==> src/rtl/shreg_serial_loader.sv <==
// Parallel-to-serial feeder for a downstream DFF shift chain: takes a word over
// valid/ready, optionally clears the chain, then emits one bit per DIV clocks.
module shreg_serial_loader #(
  parameter int WIDTH         = 4,
  parameter int DIV           = 1,
  parameter int MSB_FIRST     = 1,
  parameter int CLEAR_ON_LOAD = 1
) (
  input  logic             CLK,
  input  logic             CLR,
  input  logic [WIDTH-1:0] IN_DATA,
  input  logic             IN_VALID,
  output logic             IN_READY,
  output logic             SER_D,
  output logic             SER_EN,
  output logic             SR_CLR,
  output logic             BUSY,
  output logic             DONE
);

  localparam int PW = $clog2(DIV + 1);
  localparam int CW = (WIDTH > 2) ? $clog2(WIDTH) : 1;
  localparam logic [PW-1:0] PRESC_LAST = PW'(DIV - 1);
  localparam logic [CW-1:0] BIT_LAST   = CW'(WIDTH - 1);

  typedef enum logic [1:0] {
    S_IDLE  = 2'd0,
    S_SHIFT = 2'd1,
    S_DONE  = 2'd2
  } state_t;

  state_t           state_q;
  logic [PW-1:0]    presc_q;
  logic [CW-1:0]    bit_q;
  logic [WIDTH-1:0] data_q;
  logic             ser_d_q;
  logic             ser_en_q;
  logic             sr_clr_q;
  logic             done_q;
  logic             accept_d;
  logic             tick_d;

  // DONE is flagged on the way back to IDLE; readiness waits until it has gone.
  assign IN_READY = (state_q == S_IDLE) && !done_q;
  assign BUSY     = (state_q != S_IDLE);
  assign accept_d = IN_VALID && IN_READY;
  assign tick_d   = (presc_q == PRESC_LAST);

  assign SER_D  = ser_d_q;
  assign SER_EN = ser_en_q;
  assign SR_CLR = sr_clr_q;
  assign DONE   = done_q;

  always_ff @(posedge CLK) begin
    if (CLR) begin
      state_q  <= S_IDLE;
      presc_q  <= '0;
      bit_q    <= '0;
      data_q   <= '0;
      ser_d_q  <= 1'b0;
      ser_en_q <= 1'b0;
      sr_clr_q <= 1'b0;
      done_q   <= 1'b0;
    end else begin
      ser_en_q <= 1'b0;
      sr_clr_q <= 1'b0;
      done_q   <= 1'b0;
      case (state_q)
        S_IDLE: begin
          if (accept_d) begin
            data_q   <= IN_DATA;
            presc_q  <= '0;
            bit_q    <= '0;
            sr_clr_q <= (CLEAR_ON_LOAD != 0);
            state_q  <= S_SHIFT;
          end
        end
        S_SHIFT: begin
          // Prescaler starts at 0 on accept, so with DIV=1 the first pulse
          // lands one cycle after the clear pulse rather than on top of it.
          if (tick_d) begin
            presc_q  <= '0;
            ser_en_q <= 1'b1;
            if (MSB_FIRST != 0) begin
              ser_d_q <= data_q[WIDTH-1];
              data_q  <= data_q << 1;
            end else begin
              ser_d_q <= data_q[0];
              data_q  <= data_q >> 1;
            end
            if (bit_q == BIT_LAST) begin
              state_q <= S_DONE;
            end else begin
              bit_q <= bit_q + CW'(1);
            end
          end else begin
            presc_q <= presc_q + PW'(1);
          end
        end
        S_DONE: begin
          done_q  <= 1'b1;
          state_q <= S_IDLE;
        end
        default: state_q <= S_IDLE;
      endcase
    end
  end

endmodule
==> config.mk <==
export PLATFORM = sky130hd
export DESIGN_NAME = shreg_serial_loader
export DESIGN_NICKNAME = d
export VERILOG_FILES = /design/src/rtl/shreg_serial_loader.sv
export SDC_FILE = /design/constraint.sdc
export NUM_CORES = 1
export LEC_CHECK = 0
export ABC_AREA = 1
export CORE_AREA = 2 2 39 41
export DETAILED_ROUTE_END_ITERATION = 12
export DIE_AREA = 0 0 41 43
export PLACE_DENSITY = 0.66
export RECOVER_POWER = 100
export SKIP_CTS_REPAIR_TIMING = 1
export SYNTH_ARGS = -nofsm -noshare
export SYNTH_HDL_FRONTEND = slang
export SYNTH_SLANG_ARGS = --single-unit
export TNS_END_PERCENT = 20
==> constraint.sdc <==
create_clock -name CLK -period 1.1 [get_ports CLK]
set_input_delay 0.11 -clock CLK [delete_from_list [all_inputs] [get_ports CLK]]
set_output_delay 0.11 -clock CLK [all_outputs]
set_load 0.03 [all_outputs]
# --- Word-level counts from Yosys, hierarchy flattened ---
# Cells that the tools add are included.
word_totals:
  register_bits: 13
  input_bits: 7
  wordCells: 50
classes:
  addsub: 2
  n_eq_ne: 7
  mux: 17
  bitwise_logic: 3
  reduce_logical: 13
op_table:
  columns: ["cell", "count"]
  rows:
  - ["$mux 2", 6]
  - ["$mux 4", 2]
  - ["$ne 2x2->1 const B", 4]
  - ["$pmux 2 s2", 2]
  - ["$pmux 4 s2", 1]
  - ["$reduce_and 3->1", 2]
  - ["$mux 1", 5]
  - ["$eq 2x2->1 const B", 2]
  - ["$reduce_and 2->1", 2]
  - ["$reduce_and 4->1", 1]
  - ["$reduce_bool 2->1", 2]
  - ["$reduce_or 2->1", 2]
  - ["$not 1->1", 3]
  - ["$add 2x1->2 const B", 1]
  - ["$eq 2x1->1 const B", 1]
  - ["$logic_and 1x1->1", 2]
  - ["$logic_not 2->1", 1]
  - ["$pmux 1 s2", 1]
  - ["$add 1x1->1 const B", 1]
  - ["$logic_not 1->1", 1]

# --- Logic depth before layout (Yosys ltp) ---
logic_depth:
  word_depth: 5
  ltp_mapped: 7
  depth_no_buf: 6

# --- Worst setup path after synthesis ---
# Ideal clock, no wire load.
synth_path:
  kind: "reg2out"
  startpoint: "reg state_q[0]"
  endpoint: "out IN_READY"
  t_arrival_ns: 1.121
  required_time_ns: 0.990
  slack_ns: -0.131
  path_stages_with_launch: 5
  path_buffers: 1
  path_cell_list: "dfxtp_1 > buf_6 > nor2_4 > inv_1 > nor2_1"
synth_between:
  elab_chain_len: 2
synth_rtl:
  columns: ["element", "line_no", "rtl"]
  rows:
  - ["from (decl)", "32", "state_t state_q;"]
  - ["from (signal assigned)", "56", "state_q <= S_IDLE;"]
  - ["from (signal assigned)", "75", "state_q <= S_SHIFT;"]
  - ["from (signal assigned)", "92", "state_q <= S_DONE;"]
  - ["$logic_not 2->1", "44", "assign IN_READY = (state_q == S_IDLE) && !done_q;"]
  - ["$logic_and 1x1->1", "44", null]
  - ["to (decl)", "13", "output logic IN_READY,"]
# No other way between the ends.

# --- Worst setup path in the final report ---
# Ends and elaborated chain as after synthesis.

==> impl_metrics.yaml <==
outcome:
  run_status: "finished with violations"
  violations_in_the_final_reports: "setup timing"
global_route:
  number_of_global_route_vias_before_repair: 480
  global_route.overflow_total: 0
  grt_pass1_wl_um: 1856
  number_of_antenna_violations_at_the_first_check_in_global_routing: 0
  grt_max_degree: 12
  grtUsageTotal: 0.1538
sta:
  slew_headroom: 0.7911
  worst-slew-pin-transition_ps: 312.9
  worst_hold_slack_ps: 453.9
  final-setup-viol-count: 1
  setup_slack_ps: -46.82
  fmax_mhz: 872.0
  rsz0062_at_grt: "true"
  fin_setup_tns_ps: -46.82
  hold_viol_final: 0
  final_min_period_over_clock_period: 1.043
  final.min_clock_period_ps: 1147
  report.final.slew_viol_count: 0
  fin_worst_skew_ps: 3.099
cts:
  cts_buffers: 3
  tritoncts: "built"
  clock_tree.buffer_depth: 2
  cts.reportedPaths.clkPinSlew_ps: 80
  clock_latency_ps: 270
  cts-root-buf: "clkbuf_4"
  cts.sinks: 12
  h-tree-depth: 1
setup_path:
  crit_required_ps: 990
  start_kind: "flip-flop"
  crit_slowest_cell: "dfxtp_2"
  critical_path.cell_chain: "nor2_4 > inv_1 > nor2_2 > buf_6"
  cp.arrival_ps: 1040
  critPathCaptureType: "output port"
  critical_path.max_stage_delay_ps: 360
  path_class: "flip-flop to output port"
  cp.buffers_inverters: 2
  critical-path-top-delay-family: "flip-flops"
  critical_path.max_fanout: 5
detailed_routing:
  drc_errors: 0
  drt_iter0_drc: 4
  final_antenna_net_count: 0
  first_pass_iters: 4
  detailroute.via_count: 534
  wirelength_um: 1077
  viasPerCell: 4.684
  post_drt_wl_per_cell_um: 9.447
placement:
  finalWeightedCongestion: 0.7107
  detailed_place.area_um2: 685.7
  place.port_buffers: 12
  place.detailed.hpwl_um: 807.1
synthesis:
  postSynthCellCount: 83
  synth.cell_area_um2: 574.3
  synthTopCellsByArea: "dfxtp_1, nand2_1, nor2_1"
  syn_avg_cell_area_um2: 6.919
  synth_sequential_area_ratio: 0.4183
  yosysTopAreaCellShare: 0.4183
  yosysWarnings: 0
  yosys_register_bits: 12
  synth.distinct_cells: 15
  synth.largest_area_cell: "dfxtp_1"
  mappedNetlistNets: 91
min_path:
  timing.hold.worst.class: "input port to flip-flop"
power:
  power_density_nw_per_um2: 1406
  power.leakage_uw: 0.0003814
  ir_worst_vdd_v: 0.0006760
cells_and_area:
  count_of_nets_after_finishing: 107
  antennaDiodeCount: 0
  layout-drive-gt1-share: 0.1837
  area_growth_syn_to_layout_pct: 27.23
  final_area_um2: 730.7
die:
  vert_die_dim_um: 43
  die-width_um: 41
  start_util: 0.4150
  placeableCoreArea_um2: 1384
  die_area_um2: 1763
  boundaryPins: 13
  core.rowCount: 14
flow_run:
  maxCapViolations: 0
synth_stat cells:
library cell	n
nand2_1	16
nor2_1	16
inv_1	15
dfxtp_1	12
nand3_1	8
a21oi_1	4
buf_6	3
o21ai_0	2
ha_1	1
inv_2	1
nand2_2	1
nand3_2	1
nor2_4	1
nor3_1	1
o21ai_1	1
where the power goes:
part | switching (uW) | total, uW | internal (uW)
Clock | 150 | 351 | 201
Combinational | 110 | 195 | 85.1
Sequential | 17.5 | 481 | 463
Total | 278 | 1030 | 749
metal layers:
layer	wire length, um	track usage	vias to the layer above
met5	0	0	-
met4	10	0.1000	0
met3	63	0.03141	2
met2	502	0.2188	14
met1	500	0.2013	236
li1	-	-	282
flip-flops by register name, summed over array words and instances, names as in the netlist:
register / flops
data_q: 4
DONE: 1
SER_EN: 1
SER_D: 1
bit_q: 2
SR_CLR: 1
state_q: 2
final timing paths:
path	startpoint	endpoint	slack, ps	depth (start not counted)
worst max-delay path	state_q[0]	IN_READY	-50	4
worst min-delay path	IN_DATA[0]	data_q[0]	450	3
worst max register to register	bit_q[0]	bit_q[0]	60	5
worst min register to register	SER_D	SER_D	490	2
logic make-up after synthesis:
group,share of synthesized area
AO/OA/AOI/OAI,0.06100
adder cells (fa/ha/maj),0.02178
buffers and inverters,0.1634
AND/OR/NAND/NOR,0.3355
flip-flops,0.4183
worst register-to-register path, delay by kind of cell, from the launching register on:
family / cells / cell delay, ps
AO/OA/AOI/OAI: 1 / 140
AND/OR/NAND/NOR: 3 / 250
adder cells (fa/ha/maj): 1 / 220
flip-flops: 1 / 330
stage by stage:
step | cells | setup WS, ps | power [uW] | util
6_report | 114 | -46.82 | 1027 | 0.5280
5_1_grt | 114 | -117.4 | 1097 | 0.5280
4_1_cts | 114 | -266.7 | 1046 | 0.5217
3_5_place_dp | 110 | -97.61 | 684.4 | 0.4955
3_3_place_gp | 110 | -96.30 | 680.5 | 0.4955
2_1_floorplan | 83 | -1.335 | 631.4 | -
cell usage in the layout, fill, tap and decap left out, types with 2 or more instances in the layout:
cell type,count
a21oi_1,4
buf_4,6
clkbuf_4,3
clkdlybuf4s50_1,6
dfxtp_1,10
dfxtp_2,2
inv_1,15
nand2_1,16
nand3_1,8
nor2_1,15
o21ai_0,2
cell type report:
cell class	count	area, um2
flip-flops and latches	12	242.7
inverters	16	60.06
clock buffers	4	36.28
fillers	145	653.1
repair buffers	14	128.9
well taps	16	20.02
multi-input cells	52	242.7
Power figures use the tool's default switching activity.
